==> config.mk <==
export PLATFORM = sky130hd
export DESIGN_NAME = shifter_pipe
export DESIGN_NICKNAME = d
export VERILOG_FILES = /design/src/rtl/shifter_pipe.sv
export SDC_FILE = /design/constraint.sdc
export NUM_CORES = 1
export LEC_CHECK = 0
export ABC_AREA = 1
export ABC_CLOCK_PERIOD_IN_PS = 4500
export CAP_MARGIN = 40
export CORE_ASPECT_RATIO = 2
export CORE_UTILIZATION = 50
export CTS_CLUSTER_DIAMETER = 200
export CTS_CLUSTER_SIZE = 16
export DETAILED_ROUTE_END_ITERATION = 10
export MAX_ROUTING_LAYER = met4
export PLACE_DENSITY = 0.78
export SLEW_MARGIN = 30
export SYNTH_ARGS = -nofsm -noshare
export SYNTH_HDL_FRONTEND = slang
export SYNTH_SLANG_ARGS = --single-unit
==> constraint.sdc <==
create_clock -name Clk -period 4.5 [get_ports Clk]
set_clock_uncertainty 0.1 [all_clocks]
set_input_delay 1.35 -clock Clk [delete_from_list [all_inputs] [get_ports Clk]]
set_output_delay 1.35 -clock Clk [all_outputs]
set_load 0.05 [all_outputs]
==> src/rtl/shifter_pipe.sv <==
`default_nettype none
// +-----------------------------------------------------------------------------+
// | Module      : shifter_pipe                                                  |
// | Description : Pipelined multi-mode barrel shifter (SLL/SRL/SRA/ROL/ROR/PASS) |
// |               with carry-out and zero flags, valid/ready flow control.      |
// | Revision    : 1.0 - initial release                                         |
// +-----------------------------------------------------------------------------+
module shifter_pipe #(
    parameter int WIDTH  = 16,
    parameter int STAGES = 2
) (
    input  logic                     Clk,
    input  logic                     Reset_n,
    input  logic                     InValid,
    output logic                     InReady,
    input  logic [2:0]               Mode,
    input  logic [$clog2(WIDTH)-1:0] Shift,
    input  logic [WIDTH-1:0]         In,
    output logic                     OutValid,
    input  logic                     OutReady,
    output logic [WIDTH-1:0]         Out,
    output logic                     Carry,
    output logic                     Zero
);

    localparam int         c_log = $clog2(WIDTH);
    localparam logic [2:0] c_sll = 3'b000;
    localparam logic [2:0] c_srl = 3'b001;
    localparam logic [2:0] c_sra = 3'b010;
    localparam logic [2:0] c_rol = 3'b011;
    localparam logic [2:0] c_ror = 3'b100;

    logic [STAGES-1:0]                  r_valid;
    logic [STAGES-1:0][WIDTH-1:0]       r_data;
    logic [STAGES-1:0][2:0]             r_mode;
    logic [STAGES-1:0][c_log-1:0]       r_shift;
    logic [STAGES-1:0]                  r_carry;
    logic                               r_zero;

    logic [STAGES-1:0]                  w_adv;
    logic [STAGES-1:0]                  w_src_valid;
    logic [STAGES-1:0][WIDTH-1:0]       w_src_data;
    logic [STAGES-1:0][2:0]             w_src_mode;
    logic [STAGES-1:0][c_log-1:0]       w_src_shift;
    logic [STAGES-1:0]                  w_src_carry;
    logic [STAGES-1:0][WIDTH-1:0]       w_nxt_data;

    logic                               w_carry0;
    logic [c_log-1:0]                   w_lidx;
    logic [c_log-1:0]                   w_ridx;
    logic                               w_left;
    logic                               w_unused;

    // One shift layer by a fixed power-of-two amount; SRA refills from the
    // current MSB, which still equals the operand's sign bit.
    function automatic logic [WIDTH-1:0] layer(
        input logic [WIDTH-1:0] d,
        input logic [2:0]       m,
        input int               n
    );
        logic [WIDTH-1:0] r;
        case (m)
            c_sll:   r = d << n;
            c_srl:   r = d >> n;
            c_sra:   r = $signed(d) >>> n;
            c_rol:   r = (d << n) | (d >> (WIDTH - n));
            c_ror:   r = (d >> n) | (d << (WIDTH - n));
            default: r = d;
        endcase
        return r;
    endfunction

    // Carry taps the original operand: left modes see In[WIDTH-s], right modes
    // In[s-1]; for rotates these are exactly result[0] / result[WIDTH-1].
    always_comb begin
        w_lidx   = '0 - Shift;
        w_ridx   = Shift - {{(c_log-1){1'b0}}, 1'b1};
        w_left   = (Mode == c_sll) || (Mode == c_rol);
        w_carry0 = 1'b0;
        if ((Shift != '0) && (Mode <= c_ror)) begin
            w_carry0 = w_left ? In[w_lidx] : In[w_ridx];
        end
    end

    always_comb begin
        w_adv[STAGES-1] = !r_valid[STAGES-1] || OutReady;
        for (int k = STAGES - 2; k >= 0; k--) begin
            w_adv[k] = !r_valid[k] || w_adv[k+1];
        end
    end

    always_comb begin
        w_src_valid[0] = InValid;
        w_src_data[0]  = In;
        w_src_mode[0]  = Mode;
        w_src_shift[0] = Shift;
        w_src_carry[0] = w_carry0;
        for (int k = 1; k < STAGES; k++) begin
            w_src_valid[k] = r_valid[k-1];
            w_src_data[k]  = r_data[k-1];
            w_src_mode[k]  = r_mode[k-1];
            w_src_shift[k] = r_shift[k-1];
            w_src_carry[k] = r_carry[k-1];
        end
    end

    // Layer j lives in stage floor(j*STAGES/log2(WIDTH)).
    always_comb begin
        for (int k = 0; k < STAGES; k++) begin
            w_nxt_data[k] = w_src_data[k];
            for (int j = 0; j < c_log; j++) begin
                if ((((j * STAGES) / c_log) == k) && w_src_shift[k][j]) begin
                    w_nxt_data[k] = layer(w_nxt_data[k], w_src_mode[k], 1 << j);
                end
            end
        end
    end

    always_ff @(posedge Clk) begin
        if (!Reset_n) begin
            r_valid <= '0;
            r_data  <= '0;
            r_mode  <= '0;
            r_shift <= '0;
            r_carry <= '0;
            r_zero  <= 1'b0;
        end else begin
            for (int k = 0; k < STAGES; k++) begin
                if (w_adv[k]) begin
                    r_valid[k] <= w_src_valid[k];
                    if (w_src_valid[k]) begin
                        r_data[k]  <= w_nxt_data[k];
                        r_mode[k]  <= w_src_mode[k];
                        r_shift[k] <= w_src_shift[k];
                        r_carry[k] <= w_src_carry[k];
                    end
                end
            end
            if (w_adv[STAGES-1] && w_src_valid[STAGES-1]) begin
                r_zero <= (w_nxt_data[STAGES-1] == '0);
            end
        end
    end

    // Last-stage mode/amount and already-applied amount bits have no consumer.
    assign w_unused = ^{r_mode, r_shift};

    assign InReady  = w_adv[0];
    assign OutValid = r_valid[STAGES-1];
    assign Out      = r_data[STAGES-1];
    assign Carry    = r_carry[STAGES-1];
    assign Zero     = r_zero;

endmodule
`default_nettype wire
# Word-level counts from Yosys, hierarchy flattened
# Cells that the tools add are included.
# op_classes
n_lt_le_gt_ge,3
n_bitwise,7
mux,14
n_reduce_logical,14
n_addsub,2
n_eq_ne,8
# ops
cell,n
16-bit one-hot mux with 5 select lines,3
16-bit two-way mux,4
16-bit one-hot mux with 4 select lines,1
16-bit zero test,1
12-bit by 16-bit bitwise OR with 16-bit output,1
14-bit by 16-bit bitwise OR with 16-bit output,1
15-bit by 16-bit bitwise OR with 16-bit output,1
16-bit by 1-bit bitwise OR with 16-bit output,1
16-bit by 2-bit bitwise OR with 16-bit output,1
16-bit by 4-bit bitwise OR with 16-bit output,1
8-bit by 16-bit bitwise OR with 16-bit output,1
3-bit by 2-bit equality test with 1-bit output (second input constant),4
4-bit by 5-bit < comparator with 1-bit output (second input constant),2
1-bit binary-select mux with 4-bit select,2
3-bit by 1-bit equality test with 1-bit output (second input constant),2
3-bit equality test (second input constant),2
3-bit zero test,2
1-bit two-way mux,4
2-bit AND reduction,2
4-bit nonzero test,1
1-bit by 4-bit subtractor with 4-bit output (first input constant),1
4-bit by 1-bit subtractor with 4-bit output (second input constant),1
3-bit <= comparator (second input constant),1
1-bit logical OR,3
other kinds (3),5
# word_totals
output_inout_bits,20
regBits,44
word_cells,57
inputBits,27

# Logic depth before layout (Yosys ltp)
# Gate-level depths: netlist of the first run.
# depth
word_depth,7
mapped_depth,14
ltp_nobuf,14

# Least setup slack after synthesis of the first run
# No wires, ideal clock.
# synth_timing
kind,input-to-output
start,in OutReady
end,out InReady
slack_ps,1240
path_buffers,0
arrival_ps,1810
required_time_ps,3050
stages,2
path_cell_list,inv_1 -> nand3_1
# synth_via
elab_chain_len,2
# synth_rtl
element,line_no,text
"start, declared",20,"input logic OutReady,"
1-bit logical OR,86,w_adv[STAGES-1] = !r_valid[STAGES-1] || OutReady;
1-bit logical OR,88,w_adv[k] = !r_valid[k] || w_adv[k+1];
"end, declared",15,"output logic InReady,"
# No other way between the ends.

# Worst setup path in the final report of the first run
# layout_timing
start,in Mode[2]
end,reg r_data[6] (netlist bit)
# layout_via
elab_chain_len,6
word_cells_on_any_way,11
classes_between,eq/ne: 4; mux: 4; bitwise: 2; reduce/logical: 1
# layout_rtl
element,line_no,text
"start, declared",16,"input logic [2:0] Mode,"
3-bit equality test (tied with other cells),62,case (m)
16-bit one-hot mux with 5 select lines,62,
16-bit two-way mux,112,if ((((j * STAGES) / c_log) == k) && w_src_shift[k][j]) begin
14-bit by 16-bit bitwise OR with 16-bit output / 16-bit by 2-bit bitwise OR with 16-bit output (equally long branches),"67, 66",
16-bit one-hot mux with 5 select lines,62,
16-bit two-way mux (*),112,
"end signal, assigned by index",132,r_data[k] <= w_nxt_data[k];
"end, declared",34,logic [STAGES-1:0][WIDTH-1:0] r_data;
# Every way passes the cells marked *; elsewhere a longest branch is shown, timed or not.
# A chain may end at the register's enable or synchronous reset.

==> flow_summary.ini, run 1 <==
[outcome]
status = finished clean

[timing]
finalSetupViolations = 0
setup_ws_ps = 772.0
worstMarginPinSlew_ps = 759.1
rsz0062_at_grt = false
slew_viol_final = 0
slew_headroom_pct = 49.39
period_minus_slack_ps = 3728
max_freq_mhz = 268.2
finalSetupTns_ps = 0
period_share_pct = 82.84
fin_hold_ws_ps = 376.3
hold_viol = 0

[setup_path]
critPathArrivalTime_ps = 3770
slowest_stage = clkdlybuf4s50_1
slowest_delay_ps = 580
cp_common_cell = inv_2
cp-start-kind = input port
cp.required_ps = 4540
cp_max_fo = 24
crit_path_end_kind = flop
worstPathCellList = clkdlybuf4s50_1 > inv_2 > nand3_4 > inv_2 > a21oi_4 > buf_4 > o21ai_0 > o22ai_1 > nor2_1 > o21ai_1 > a21oi_1
path_class = input port to flop

[grt]
grtUsageMet2_pct = 60.22
overflow = 0
first_global_vias = 3847
grt_pass1_wl_mm = 18.04
antenna_found_initial = 0
grt_max_degree = 26
use_met3_pct = 5.414
grt.busiest_layer = met2
met1_usage_pct = 28.49
grt_usage_pct = 33.50

[cts]
numCtsBuffers = 5
cts_tree = done
cts-root-buf = clkbuf_16
clock_path_buffers = 2
post_cts_resized = 0
htreeDepth = 2
postCtsHoldBufs = 0
clkTransAtPathRegs_ps = 60
cts_setup_buffers = 0
cts_sinks = 42
worstSkewPairLatency_ps = 290

[place]
dpl.hpwl_mm = 8.715
place_congestion = 0.9932
place.port_buffers = 46
place_ws_ps = 640.9
place_inst = 684
place_area_um2 = 3934

[hold_path]
hold_class = flop to flop

[power]
seqPwrFrac_pct = 33.0
switching_share_pct = 35.96
p_per_area_nw_per_um2 = 313.5
pwr-share-clk_pct = 32.5
irDropWorstVdd_uv = 151.3
p_sw_w = 0.0004625
internal_power_w = 0.0008238
p_comb_share_pct = 34.5
leakage_nw = 1.788

[routing]
dr_total_vias = 3952
viasPerCell = 5.719
dr.pass1.iters = 5
drtIter0Drc = 237
wl_per_cell_um = 15.90
wirelength_mm = 10.99
drt.antenna.violating_nets = 0
drc = 0

[synth]
synth_top_area_share_pct = 23.50
synth.avg_cell_area_um2 = 6.115
synth_area_um2 = 3577
synth_flop_cell = dfxtp_1
synth_top_area_cell = dfxtp_1
synth_nets = 614
netlist_instances = 585
netlist-cell-type-count = 38
synthArstFlopShare_pct = 0
synth-edff-count = 0
synth-seq-cells = 42
synth_area_leaders = dfxtp_1 (24%), nand2_1 (15%), nand3_1 (9.4%), a21oi_1 (9.1%), nor2_1 (5.9%)
ys_warn_count = 0
yosysSeqAreaShare_pct = 23.50
synth.most_common_cell = nand2_1
synth_commonest_cells = nand2_1 (139), nand3_1 (67), a21oi_1 (65), nor2_1 (56), inv_1 (43)

[final_layout]
fin_nets = 630
layoutNonFillerInstCount = 691
drive_above_1_share_pct = 9.318
synthToLayoutAreaGrowth_pct = 14.69
finalInstanceArea_um2 = 4103
n_antenna_cell = 0

[die]
die_area_um2 = 7517
die_x_um = 61.81
start_util_pct = 51.54
design.portCount = 47
core_area_um2 = 6940
row_count = 43
die_y_um = 121.6

[flow_run]
maxCapViolCount = 0
-- critical path, delay by kind of cell --
family	cells	cell delay (ps)
AOI/OAI and AO/OA	5	1110
and+or+nand+nor	2	170
buffers and inverters	4	1120
-- cell type report --
cell class | count | area, um^2
Multi-Input combinational cell | 446 | 2275
Sequential cell | 42 | 840.8
Timing Repair Buffer | 52 | 503.0
Tap cell | 90 | 112.6
Fill cell | 690 | 2838
Clock buffer | 6 | 138.9
Inverter | 54 | 202.7
Clock inverter | 1 | 30.03
-- through the flow --
| step | utilization (%) | power, W |
|---|---|---|
| 3_3_place_gp | 56.68 | 0.0008632 |
| 6_report | 59.11 | 0.001286 |
| 2_1_floorplan | - | 0.0007572 |
| 4_1_cts | 59.11 | 0.001281 |
| 5_1_grt | 59.11 | 0.001354 |
| 3_5_place_dp | 56.68 | 0.0008678 |
-- routing by layer --
metal	up-vias	part of all wire [%]	routed length, um
met2	146	56	6157
met3	66	3.3	361
met4	0	8.3	915
met1	1759	32	3552
met5	-	0	0
li1	1981	-	-
-- flip-flops by register name (all words and copies together) (netlist names) --
name     flops
r_shift      2
Out         16
r_carry      2
r_data      16
r_valid      2
r_mode       3
Zero         1
-- cells by family (layout without fill, tap and decap cells) --
kind of cell	Yosys count	after routing	share of synthesized area [%]
xor gates and xnor gates	3	3	0.7347
AOI/OAI and AO/OA	152	152	26.51
DFF	42	42	23.50
and+or+nand+nor	289	289	35.64
buffers and inverters	97	113	12.91
adders and majority gates	2	2	0.6994
-- power by group through the flow --
stage | Sequential [W] | Combinational, W | Clock, W
2_1_floorplan | 0.000428 | 0.000329 | 0
3_3_place_gp | 0.000432 | 0.000431 | 0
5_1_grt | 0.000429 | 0.000494 | 0.000431
4_1_cts | 0.000424 | 0.000437 | 0.000420
6_report | 0.000425 | 0.000444 | 0.000418
3_5_place_dp | 0.000432 | 0.000436 | 0
-- cell usage in the layout (no fill, tap or decap), types with 3 or more instances in the layout --
master and n:
o221ai_2 10, nand4_1 4, nor2_1 56, dfxtp_1 42
o211ai_1 3, inv_1 43, inv_2 10, o21ai_2 4
clkdlybuf4s50_1 45, nand3_1 67, a21oi_1 65, nand2_1 139
or2_1 7, o21ai_1 19, clkbuf_16 5, buf_4 7
o21ai_0 37, o221ai_1 7, or2_2 6
-- worst paths after layout --
kind              slack, ps  cells after the start        end  startpoint
hold / removal          380                      2       Zero        Zero
setup / recovery        770                     11  r_data[6]     Mode[2]
hold reg to reg         380                      2       Zero        Zero
setup reg to reg       2020                     12       Zero   r_mode[1]
Note: power is estimated with default switching activity, not from simulation.
==> run 2, diff against run 1 <==
Settings changed: ABC_CLOCK_PERIOD_IN_PS 4500 to 3400, PLACE_DENSITY 0.78 to 0.81.
Clock period 4.5 ns to 3.4 ns, I/O delays scaled along.
==> run 2 against run 1 <==
  * Global-route usage decreased by 0.84 points
  * Non-clock buffer count grew 5
  * Largest power group unchanged
  * Wire length fell by 2.7%
  * Setup slack got worse by 350 ps
  * Clock power is 28% higher
  * Critical path depth down 1
  * Highest routed layer unchanged
  * Sequential share of layout area down 0.28 points
==> flow_summary.ini, run 2 (synthesis results as in run 1) <==
[grt]
grt_pass1_wl_mm = 17.68
grt_usage_pct = 32.66
first_global_vias = 3851
antenna_found_initial = 0
grt_max_degree = 39
overflow = 0

[timing]
slew_viol_final = 0
period_minus_slack_ps = 2983
fin_hold_ws_ps = 365.3
rsz0062_at_grt = false
period_share_pct = 87.72
slew_headroom_pct = 49.90
max_freq_mhz = 335.3
worstMarginPinSlew_ps = 751.5
finalSetupViolations = 0
hold_viol = 0
finalSetupTns_ps = 0

[die]
start_util_pct = 51.54
design.portCount = 47
die_y_um = 121.6
die_area_um2 = 7517
core_area_um2 = 6940
row_count = 43
die_x_um = 61.81

[cts]
numCtsBuffers = 5
cts_setup_buffers = 0
cts_tree = done
htreeDepth = 2
cts_sinks = 42
clock_path_buffers = 2
clkTransAtPathRegs_ps = 60
worstSkewPairLatency_ps = 290
cts-root-buf = clkbuf_16
postCtsHoldBufs = 0
post_cts_resized = 0

[routing]
viasPerCell = 5.723
drt.antenna.violating_nets = 0
wirelength_mm = 10.69
dr.pass1.iters = 5
dr_total_vias = 3989
drtIter0Drc = 217
drc = 0
wl_per_cell_um = 15.34

[place]
place_congestion = 0.9549
dpl.hpwl_mm = 8.468
place.port_buffers = 46

[setup_path]
cp-start-kind = input port
cp.required_ps = 3480
worstPathCellList = clkdlybuf4s50_1 > inv_2 > ha_1 > o21ai_0 > o221ai_1 > nand3_1 > nand3_1 > nand2_1 > nand3_1 > a21oi_1
path_class = input port to flop
cp_common_cell = nand3_1
startpoint = Shift[0]
critPathArrivalTime_ps = 3060
slowest_delay_ps = 570
cp_max_fo = 16
slowest_stage = ha_1
crit_path_end_kind = flop
r2r-start = r_mode[1]

[final_layout]
synthToLayoutAreaGrowth_pct = 16.26
final_util_pct = 59.92
fin_nets = 635
n_antenna_cell = 0
drive_above_1_share_pct = 9.885
fillers = 678
final_cell_mix = nand2_1 (139), nand3_1 (67), a21oi_1 (65)
layout_commonest_cell = nand2_1

[hold_path]
worstHoldStart = Zero
hold_class = flop to flop

[outcome]
status = finished clean

[flow_run]
maxCapViolCount = 0

[power]
p_per_area_nw_per_um2 = 406.1
irDropWorstVdd_uv = 229.3
leakage_nw = 1.819
[run 2: changes by cell type in the layout (fill, tap and decap cells not counted), sizes merged]
cell / change
buf: +5
clkbuf: +1
[run 2: layout make-up]
type                       instances  area (um^2)  share of cell area (%)
multi-input combinational        446         2275                   54.69
timing repair buffer              57        565.5                   13.60
inverter                          54        202.7                   4.874
tap                               90        112.6                   2.708
clock buffer                       7        132.6                   3.189
clock inverter                     1        30.03                  0.7220
sequential                        42        840.8                   20.22
[run 2: worst paths after layout]
check               end  slack [ps]  depth (start not counted)
min                Zero         370                          2
max reg2reg        Zero         890                         12
min reg2reg        Zero         370                          2
max          r_carry[0]         420                         10
[run 2: per-stage QoR]
step | power (W) | area [um^2] | worst slack [ps] | instances
2_1_floorplan | 0.001002 | 3577 | 689.3 | 585
3_3_place_gp | 0.001144 | 3996 | 187.5 | 689
3_5_place_dp | 0.001155 | 3996 | 136.0 | 689
4_1_cts | 0.001686 | 4159 | 426.1 | 697
5_1_grt | 0.001782 | 4159 | 283.6 | 697
6_report | 0.001689 | 4159 | 417.4 | 697
[run 2: critical path, delay by kind of cell]
kind                     cells  cell delay [ps]
buffers and inverters        2              610
adder cells (fa/ha/maj)      1              570
AO/OA/AOI/OAI                3              470
AND/OR/NAND/NOR              4              390
[run 2: routing by layer]
metal | share of wire [%] | track usage, %
met5 | 0 | -
met4 | 8.0 | 25.97
met3 | 3.5 | 5.945
met2 | 56 | 57.80
met1 | 33 | 27.81
[run 2: where the power goes]
| group | switching (W) | internal, W |
|---|---|---|
| registers | 0.0000314 | 0.000531 |
| clock network | 0.000186 | 0.000347 |
| logic | 0.000389 | 0.000205 |
| total | 0.000606 | 0.00108 |
